$ cat src/rtl/down_sign.sv
// Downlink frame decoder: parses EB 90 <type> <hi> <lo> <sum> byte frames into per-type
// strobes and a 16-bit payload, flagging bad checksums, illegal types and stalled frames.
module down_sign #(
  parameter logic [15:0] TIMEOUT = 16'd5000
) (
  input  logic        clk,
  input  logic        rst,
  input  logic [7:0]  rx_data,
  input  logic        rx_valid,
  output logic        fault_en,
  output logic        volt_en,
  output logic        state_en,
  output logic        fre_en,
  output logic [15:0] rx_word,
  output logic        frame_err
);

  typedef enum logic [2:0] {
    StIdle,
    StHdr2,
    StType,
    StDHi,
    StDLo,
    StSum
  } state_e;

  state_e      state_q, state_d;
  logic [15:0] cnt_q, cnt_d;
  logic [7:0]  type_q, type_d;
  logic [7:0]  hi_q, hi_d;
  logic [7:0]  lo_q, lo_d;
  logic [3:0]  strobe_q, strobe_d;  // {fault, volt, state, fre}
  logic        err_q, err_d;
  logic [15:0] word_q, word_d;
  logic [7:0]  sum;
  logic        timeout;

  assign sum = type_q + hi_q + lo_q;

  // Fires in the cycle the counter reaches TIMEOUT; an arriving byte takes priority.
  assign timeout = (state_q != StIdle) && !rx_valid && (cnt_q == TIMEOUT - 16'd1);

  always_comb begin
    state_d  = state_q;
    cnt_d    = cnt_q;
    type_d   = type_q;
    hi_d     = hi_q;
    lo_d     = lo_q;
    strobe_d = 4'b0000;
    err_d    = 1'b0;
    word_d   = word_q;

    if (rx_valid) begin
      cnt_d = 16'd0;
      unique case (state_q)
        StIdle: begin
          if (rx_data == 8'hEB) state_d = StHdr2;
        end
        StHdr2: begin
          if (rx_data == 8'h90) begin
            state_d = StType;
          end else if (rx_data != 8'hEB) begin
            state_d = StIdle;
          end
        end
        StType: begin
          if (rx_data >= 8'h01 && rx_data <= 8'h04) begin
            type_d  = rx_data;
            state_d = StDHi;
          end else begin
            err_d   = 1'b1;
            state_d = StIdle;
          end
        end
        StDHi: begin
          hi_d    = rx_data;
          state_d = StDLo;
        end
        StDLo: begin
          lo_d    = rx_data;
          state_d = StSum;
        end
        StSum: begin
          state_d = StIdle;
          if (sum == rx_data) begin
            word_d = {hi_q, lo_q};
            unique case (type_q)
              8'h01:   strobe_d = 4'b1000;
              8'h02:   strobe_d = 4'b0100;
              8'h03:   strobe_d = 4'b0010;
              default: strobe_d = 4'b0001;
            endcase
          end else begin
            err_d = 1'b1;
          end
        end
        default: state_d = StIdle;
      endcase
    end else if (state_q == StIdle) begin
      cnt_d = 16'd0;
    end else if (timeout) begin
      err_d   = 1'b1;
      state_d = StIdle;
      cnt_d   = 16'd0;
    end else begin
      cnt_d = cnt_q + 16'd1;
    end
  end

  always_ff @(posedge clk) begin
    if (rst) begin
      state_q  <= StIdle;
      cnt_q    <= 16'd0;
      type_q   <= 8'h00;
      hi_q     <= 8'h00;
      lo_q     <= 8'h00;
      strobe_q <= 4'b0000;
      err_q    <= 1'b0;
      word_q   <= 16'h0000;
    end else begin
      state_q  <= state_d;
      cnt_q    <= cnt_d;
      type_q   <= type_d;
      hi_q     <= hi_d;
      lo_q     <= lo_d;
      strobe_q <= strobe_d;
      err_q    <= err_d;
      word_q   <= word_d;
    end
  end

  assign fault_en  = strobe_q[3];
  assign volt_en   = strobe_q[2];
  assign state_en  = strobe_q[1];
  assign fre_en    = strobe_q[0];
  assign frame_err = err_q;
  assign rx_word   = word_q;

endmodule

$ cat config.mk
export PLATFORM = sky130hd
export DESIGN_NAME = down_sign
export DESIGN_NICKNAME = d
export VERILOG_FILES = /design/src/rtl/down_sign.sv
export SDC_FILE = /design/constraint.sdc
export NUM_CORES = 1
export LEC_CHECK = 0
export CORE_MARGIN = 2
export CORE_UTILIZATION = 30
export DETAILED_ROUTE_END_ITERATION = 12
export HOLD_SLACK_MARGIN = 0.15
export SYNTH_ARGS = -nofsm -noshare
export SYNTH_HDL_FRONTEND = slang
export SYNTH_SLANG_ARGS = --single-unit
$ cat constraint.sdc
create_clock -name clk -period 3.3 [get_ports clk]
set_clock_uncertainty 0.1 [all_clocks]
set_input_delay 0.33 -clock clk [delete_from_list [all_inputs] [get_ports clk]]
set_output_delay 0.33 -clock clk [all_outputs]
set_load 0.02 [all_outputs]
==> flow_summary.yaml, run 1 <==
worst_setup_path:
  cp.required_ns: 3.47
  cp_cell_sequence: "inv_1, fa_1, inv_1, ha_2, fa_1, xnor2_1, nand4_1, buf_4, nor4_4, buf_6, nand4_1, a21oi_1"
  critPathKind: "register to register"
  crit_slowest_cell: "fa_1"
  setup.worst_path.end_class: "register"
  critPathArrivalTime_ns: 3.32
  max_stage_delay_ns: 0.44
  cp_top_family: "adder cells"
  cp-start-kind: "register"
  crit_fanout: 8
  worst-path-buf-inv: 4
timing:
  final_max_slew_viol_count: 0
  whs_ns: 0.3500
  slew_headroom_pct: 57.79
  hold_viol: 0
  layout_min_cycle_time_ns: 3.151
  setup_viol: 0
  fin_crit_sh_pct: 95.48
  clock.fmax_mhz: 317.4
  rsz0062_at_grt: "false"
  max_slew.worst_pin.slew_ns: 0.6322
global_route:
  grt_pass1_vias: 2576
  globalRouteOverflowTotal: 0
  grt_pass1_wl_mm: 13.10
  grtUsageTotal_pct: 14.39
  grt_start_max_net_pins: 46
  antenna_found_initial: 0
clocking:
  worstSkewPairLatency_ns: 0.34
  cts_tree: "built"
  cts_buffers: 9
  postCtsHoldBufs: 0
  root_buffer: "clkbuf_8"
  cts_sinks: 64
  path_clk_slew_ns: 0.08
  cts_buffer_depth: 2
  h-tree-depth: 3
route:
  drc_errors: 0
  drt-pass1-iter-count: 4
  drtAntennaViolNets: 0
  wl_per_cell_um: 15.11
  avgViaCountPerCell: 4.979
  drt_iter0_drc: 181
  via_count: 2669
  wirelength_mm: 8.099
floorplanning:
  die_w_um: 108.1
  dieHeight_um: 108.1
  rows: 38
  fp.coreArea_mm2: 0.01070
  die_area_mm2: 0.01168
  io_pins: 32
  initial_utilization_pct: 30.39
power:
  p_sw_share_pct: 21.15
  power.switching_uw: 347.7
  internal_power_mw: 1.296
  clock_power_share_pct: 48.5
  leakage_nw: 1.339
  powerDensity_mw_per_mm2: 410.3
  seqPwrFrac_pct: 47.0
  peakVddDrop_mv: 0.2508
  p_comb_share_pct: 4.5
logic_synthesis:
  synth.distinct_cells: 46
  synth-async-reset-ratio_pct: 0
  syn_avg_cell_area_um2: 9.080
  synthesis.instances: 358
  synth-seq-cells: 64
  syn-cell-area_mm2: 0.003251
  syn_nets: 384
  synth_ff_type: "dfxtp_1"
  ys_warn_count: 0
  synth_edf_count: 0
  ys_seq_area_share_pct: 39.41
final_layout:
  areaGrowthSynthToFinish_pct: 23.29
  layout.nets: 417
  diodes: 0
  layout-drive-gt1-share_pct: 13.89
  fin_area_mm2: 0.004008
placed_design:
  hpwl_mm: 5.837
  io_buffers: 31
  place_area_mm2: 0.003699
  gp_congestion: 0.7995
min_path:
  holdCritPathClass: "register to register"
outcome:
  outcome: "finished clean"
job:
  maxCapViolations: 0
==> cell usage after synthesis, types with 2 or more instances <==
cell,number,area share (%)
a21oi_1,38,5.9
and2_1,6,1.2
o21ai_0,6,0.92
xor2_1,12,3.2
o41ai_1,7,1.9
o41ai_2,9,4.5
clkbuf_1,11,1.3
a21oi_2,2,0.54
nor2_1,31,3.6
buf_2,6,0.92
xnor2_1,16,4.3
nand3_2,2,0.62
nand3_1,5,0.77
nand2_1,45,5.2
nor4_1,8,1.5
fa_1,8,4.9
inv_1,6,0.69
nor2b_1,3,0.58
or3_1,4,0.77
xnor2_2,2,1.0
ha_1,7,2.7
and3_1,4,0.77
nor3_1,6,0.92
buf_6,3,1.0
nand4_1,23,4.4
dfxtp_1,64,39
mux2i_1,3,0.92
nand2b_1,3,0.58
==> cell usage in the layout, fill, tap and decap left out, types with 10 or more instances in the layout <==
cell type | netlist | final
nand2_1 | 45 | 45
nor2_1 | 31 | 31
clkdlybuf4s50_1 | 0 | 31
buf_4 | 1 | 10
xnor2_1 | 16 | 16
o41ai_2 | 9 | 13
a21oi_1 | 38 | 38
nand4_1 | 23 | 23
xor2_1 | 12 | 12
dfxtp_1 | 64 | 62
==> stage by stage <==
| step | setup TNS, ns | power, mW | setup slack [ns] | cells | utilization [%] |
|---|---|---|---|---|---|
| after floorplan | 0 | 0.8341 | 0.2262 | 358 | - |
| after global placement | -0.06491 | 0.8604 | -0.06491 | 518 | 34.57 |
| after detailed placement | -0.2148 | 0.8607 | -0.09242 | 518 | 34.57 |
| after CTS | 0 | 1.662 | 0.03600 | 535 | 36.95 |
| after global routing | 0 | 1.696 | 0.002905 | 536 | 37.46 |
| final | 0 | 1.644 | 0.1492 | 536 | 37.46 |
==> final timing paths <==
path	slack, ns	start	cells after the start	to
min reg2reg	0.35	cnt_q[0]	1	cnt_q[0]
max	0.15	lo_q[0]	12	rx_word[10]
min	0.35	cnt_q[0]	1	cnt_q[0]
max reg2reg	0.15	lo_q[0]	12	rx_word[10]
==> registers in the layout, summed over array words and instances, names as in the netlist <==
register   count
state_q        3
frame_err      1
lo_q           8
cnt_q         16
hi_q           8
type_q         8
strobe_q       4
rx_word       16
==> kinds of logic after synthesis <==
kind of cell	after synthesis	synth area share, %
compound gates	70	15.63
xor+xnor	31	9.045
fa+ha+maj	15	7.621
buf+inv	27	4.157
flops	64	39.41
mux	3	0.9238
simple gates	148	23.21
==> power by group through the flow <==
stage	Clock [mW]	Sequential, mW	Combinational, mW
after floorplan	0	0.790	0.0445
after global placement	0	0.790	0.0707
after detailed placement	0	0.790	0.0710
after CTS	0.818	0.772	0.0723
after global routing	0.845	0.772	0.0797
final	0.798	0.772	0.0746
==> layout make-up <==
cell class	instances	area, µm²
fill	1093	6690
sequential	64	1284
clock inverter	6	107.6
tap	140	175.2
inverter	6	22.52
clock buffer	10	127.6
multi-input combinational	267	1883
timing repair buffer	43	407.9
==> per-layer routing <==
layer  up-vias  part of all wire [%]  GRT usage, %
met3         8                   4.4         4.039
met5         -                     0             0
met1      1266                    47         19.05
met4         0                   1.5         3.755
li1       1345                     -             -
met2        50                    47         23.14
==> worst register-to-register path: cells and delay by family (launching register included) <==
| kind | cells | cell delay, ns |
|---|---|---|
| XOR/XNOR | 1 | 0.15 |
| AND/OR/NAND/NOR | 3 | 0.66 |
| adder cells (fa/ha/maj) | 3 | 1.01 |
| buffers and inverters | 4 | 0.56 |
| flip-flops | 1 | 0.42 |
| AO/OA/AOI/OAI | 1 | 0.19 |
==> timing repair <==
item                       4_1_cts  5_1_grt
gates cloned                     0        1
pin swaps                        0        3
buffers inserted                 1        0
setup endpoints to repair       10       17
resized for setup                1       12
(Power assumes the default switching activity.)
==> inputs of run 2 (changes only) <==
SLEW_MARGIN = 10   (was not set)
clock period = 4 ns   (was 3.3 ns; I/O delays follow)
==> flow_summary.yaml, run 2 (synthesized netlist as in run 1, its figures left out) <==
outcome:
  outcome: "finished clean"
worst_setup_path:
  max_stage_delay_ns: 0.73
  rr_startpoint: "type_q[1]"
  cp_top_family: "adder cells"
  setup.worst_path.end_class: "register"
  worst-path-buf-inv: 0
  cp-start-kind: "register"
  cp.required_ns: 4.11
  critPathArrivalTime_ns: 3.63
  r2r_cells: 9
  r2r_slack_ns: 0.48
  crit_fanout: 17
  cp_cell_sequence: "fa_1, ha_1, fa_1, xor2_1, xnor2_1, nand4_1, or3_1, o31ai_1, a21oi_1"
  crit_slowest_cell: "or3_1"
  critPathKind: "register to register"
  worst_path_most_repeated_cell: "fa_1"
  timing.rr.end: "frame_err"
route:
  wl_per_cell_um: 14.35
  drt-pass1-iter-count: 4
  drc_errors: 0
  wirelength_mm: 7.589
  avgViaCountPerCell: 4.958
  via_count: 2623
  drtAntennaViolNets: 0
  drt_iter0_drc: 111
placed_design:
  gp_congestion: 0.8468
  place_area_mm2: 0.003661
  io_buffers: 31
  hpwl_mm: 5.505
floorplanning:
  io_pins: 32
  fp.coreArea_mm2: 0.01070
  initial_utilization_pct: 30.39
  die_w_um: 108.1
  die_area_mm2: 0.01168
  rows: 38
  dieHeight_um: 108.1
timing:
  fin_setup_tns_ns: 0
  clock.fmax_mhz: 284.4
  max_slew.worst_pin.slew_ns: 0.9297
  setup_viol: 0
  layout_min_cycle_time_ns: 3.517
  rsz0062_at_grt: "false"
  hold_viol: 0
  slew_headroom_pct: 37.97
  final_max_slew_viol_count: 0
  fin_crit_sh_pct: 87.92
global_route:
  antenna_found_initial: 0
  grt_pass1_vias: 2541
  grtUsageTotal_pct: 14.21
  grt_pass1_wl_mm: 12.91
  grt_start_max_net_pins: 31
  globalRouteOverflowTotal: 0
final_layout:
  fillers: 1120
  diodes: 0
  final_common_cell: "dfxtp_1"
  layout.nets: 410
  final_core_util_pct: 36.21
  fin_area_mm2: 0.003874
  layout-drive-gt1-share_pct: 10.03
  final_cell_mix: "dfxtp_1, nand2_1, a21oi_1, nor2_1, clkdlybuf4s50_1"
  areaGrowthSynthToFinish_pct: 19.17
power:
  leakage_nw: 1.289
  totalPowerFinal_mw: 1.304
  powerDensity_mw_per_mm2: 336.6
  peakVddDrop_mv: 0.1878
clocking:
  path_clk_slew_ns: 0.07
  cts_resized: 0
  cts_sinks: 64
  cts_tree: "built"
  root_buffer: "clkbuf_8"
  postCtsHoldBufs: 0
  cts_setup_buffers: 0
  h-tree-depth: 3
  cts_buffers: 9
  cts_buffer_depth: 2
  worstSkewPairLatency_ns: 0.34
job:
  maxCapViolations: 0
min_path:
  hold_depth: 1
  holdCritPathClass: "register to register"
  hold_end: "cnt_q[0]"
  hold_start: "cnt_q[0]"
## run 2: cell count changes in the layout (fill, tap and decap cells not counted), sizes merged
cell / delta
bufinv: -1
clkbuf: +1
buf: -7
## run 2: power breakdown
group / switching (mW) / internal (mW)
clock: 0.257 / 0.351
sequential: 0.0000171 / 0.637
combinational: 0.0388 / 0.0197
total: 0.296 / 1.01
## run 2: how the worst max path moves through the flow
stage                     slack (ns)     endpoint       from  cells after the start
final                           0.48    frame_err  type_q[1]                      9
after global routing            0.29    frame_err  type_q[1]                      9
after CTS                       0.50    frame_err  type_q[1]                      9
after detailed placement        0.48    frame_err  type_q[1]                      9
after global placement          0.57    frame_err  type_q[1]                      9
after floorplan                 0.93  rx_word[10]  type_q[1]                     11
## run 2: final cells by class
type                       count  area [µm²]  area share [%]
timing repair buffer          36       347.8           8.979
multi-input combinational    267        1834           47.35
tap                          140       175.2           4.522
inverter                       6       22.52          0.5814
clock buffer                  11       131.4           3.391
clock inverter                 5       81.33           2.099
sequential                    64        1281           33.07
## run 2: metal layers
| layer | wire length, µm | GRT usage [%] | vias up |
|---|---|---|---|
| met4 | 80 | 4.212 | 0 |
| li1 | - | - | 1323 |
| met5 | 0 | 0 | - |
| met2 | 3425 | 22.42 | 56 |
| met3 | 391 | 4.219 | 8 |
| met1 | 3692 | 18.80 | 1236 |
## run 2: worst register-to-register path, delay by kind of cell, from the launching register on
kind | cells | cell delay [ns]
DFF | 1 | 0.36
adders and majority gates | 3 | 1.16
and+or+nand+nor | 2 | 0.91
xor gates and xnor gates | 2 | 0.31
AOI/OAI and AO/OA | 2 | 0.56
## run 2: stage by stage
step                      setup slack (ns)  hold WS [ns]  instances
after CTS                           0.4977        0.3531        529
final                               0.4834        0.3469        529
after global placement              0.5722        0.3282        513
after global routing                0.2873        0.3727        529
after detailed placement            0.4758        0.3394        513
after floorplan                     0.9262        0.3132        358
==> edit: new RTL, flow settings as in run 1 <==
Encoding of `state_e`: now one-hot (6 bits for 6 states).
--- a/src/rtl/down_sign.sv
+++ b/src/rtl/down_sign.sv
@@ -15,13 +15,13 @@
   output logic        frame_err
 );
 
-  typedef enum logic [2:0] {
-    StIdle,
-    StHdr2,
-    StType,
-    StDHi,
-    StDLo,
-    StSum
+  typedef enum logic [5:0] {
+    StIdle = 6'b000001,
+    StHdr2 = 6'b000010,
+    StType = 6'b000100,
+    StDHi  = 6'b001000,
+    StDLo  = 6'b010000,
+    StSum  = 6'b100000
   } state_e;
 
   state_e      state_q, state_d;
Function: same outputs for any inputs over 4 cycles, from zero or initial values and one cycle with rst high; so few cycles prove little.
==> edit against run 1 <==
Final area up 4.9%; sequential power up 4.9%; critical path depth down 2; power up 13%; synthesized cell count up 2.2%; cell count up 1.1%; setup slack better by 0.064 ns; sequential cell count up 3; wire length down 0.22%; synthesized area up 7.2%.
==> edit: results (changes against run 1) <==
.. list-table::
   :header-rows: 1

   * - Metric
     - Value
   * - Non-filler instance count after layout
     - 542 (+1.1%)
   * - Placed cell count
     - 525 (+1.4%)
   * - Post-DP HPWL
     - 5.880 mm (+0.72%)
   * - Data arrival at the endpoint of the critical path
     - 3.24 ns (-0.08 ns)
   * - Largest driver fanout on the critical path
     - 16 (+8)
   * - Fraction of layout cells with a size suffix above 1
     - 0.1153 (-0.02360)
   * - Result of the run
     - finished, final reports clean
   * - Net Count, Synth
     - 392 (+2.1%)
   * - Via count
     - 2773 (+3.9%)
   * - Number of violations reported at the end of detailed-routing iteration 0
     - 136 (-25%)
   * - Share of synthesized area spent on multiplexers
     - 0.05745 (+0.04821)
   * - Seq/Total Area, Yosys
     - 0.3849 (-0.009230)
   * - Number of global-route vias before repair
     - 2708 (+5.1%)
   * - Top cells by area, synth
     - sky130_fd_sc_hd__dfxtp_1 38%, sky130_fd_sc_hd__mux2i_1 5.7%, sky130_fd_sc_hd__nor2_1 5.0%, sky130_fd_sc_hd__fa_1 4.6%, sky130_fd_sc_hd__a21oi_1 4.0%
   * - Transition time of the tightest slew-check pin
     - 0.8303 ns (+0.1981 ns)
   * - Synth cell count leaders
     - 67 x sky130_fd_sc_hd__dfxtp_1, 46 x sky130_fd_sc_hd__nor2_1, 28 x sky130_fd_sc_hd__a21oi_1, 20 x sky130_fd_sc_hd__mux2i_1, 19 x sky130_fd_sc_hd__nand4_1
   * - Standby leakage power
     - 1.602 nW (+20%)
   * - Xor and xnor fraction of the mapped netlist area
     - 0.06427 (-0.02618)
   * - Overall global routing resource usage
     - 0.1356 (-0.008302)
   * - Final RePlAce weighted congestion
     - 0.8470 (+5.9%)
   * - Clock share of power
     - 0.526 (+0.041)
   * - Placement-stage worst setup slack
     - 0.1882 ns (+0.2806 ns)
   * - Count of fill cells added during filler insertion
     - 1146 (+4.8%)
   * - Sum of met3 wire segment lengths after detailed routing
     - 344 um (-4.2%)
   * - Clock Tree Root
     - sky130_fd_sc_hd__clkbuf_16
   * - Count of nets after finishing
     - 420 (+0.72%)
   * - Complex-gate fraction of the synthesized area
     - 0.1436 (-0.01265)
   * - Met2 WL post-DR
     - 3.661 mm (-3.2%)
   * - Post-route met1 wirelength
     - 3.874 mm (+0.94%)
   * - Wire length per cell after detailed routing
     - 14.91 um (-1.3%)
   * - Post-synthesis cell type count
     - 58 (+26%)
   * - Placed instance area
     - 3880 um2 (+4.9%)
[edit: cell count changes after synthesis, moves of 9 or more]
| cell | run 1 | this run |
|---|---|---|
| sky130_fd_sc_hd__nand2_1 | 45 | 13 |
| sky130_fd_sc_hd__mux2i_1 | 3 | 20 |
| sky130_fd_sc_hd__nor2_1 | 31 | 46 |
| sky130_fd_sc_hd__a21oi_1 | 38 | 28 |
| sky130_fd_sc_hd__o31ai_2 | 0 | 10 |
| sky130_fd_sc_hd__o41ai_2 | 9 | 0 |
[edit: layout make-up]
type                    count  area, um2  area share
repair buffers             40      385.4     0.09167
clock inverters             1      30.03    0.007143
well taps                 143      178.9     0.04256
clock buffers              15      277.8     0.06607
flip-flops and latches     67       1343      0.3193
inverters                  10      37.54    0.008929
multi-input cells         266       1952      0.4643
[edit: worst paths after layout]
path	start	endpoint	slack, ns	depth (start not counted)
worst max-delay path	type_q[1]	rx_word[1]	0.21	10
worst min-delay path	rx_word[12]	rx_word[12]	0.37	2
worst max register to register	type_q[1]	rx_word[1]	0.21	10
worst min register to register	rx_word[12]	rx_word[12]	0.37	2
[edit: critical path: cells and delay by family, from the launching register on]
family | cells | cell delay (ns)
adder cells (fa/ha/maj) | 3 | 1.12
AO/OA/AOI/OAI | 1 | 0.19
XOR/XNOR | 2 | 0.29
buffers and inverters | 1 | 0.17
AND/OR/NAND/NOR | 3 | 0.78
flip-flops | 1 | 0.35
[edit: layer usage]
layer / vias up / track usage
met5: - / 0
met2: 59 / 0.2089
met1: 1320 / 0.1775
met3: 16 / 0.03375
li1: 1378 / -
met4: 0 / 0.06667
[edit: repair_timing]
item | CTS | global route
resized for setup | 0 | 3
endpoints found under the setup margin | 0 | 14
buffers inserted | 0 | 1
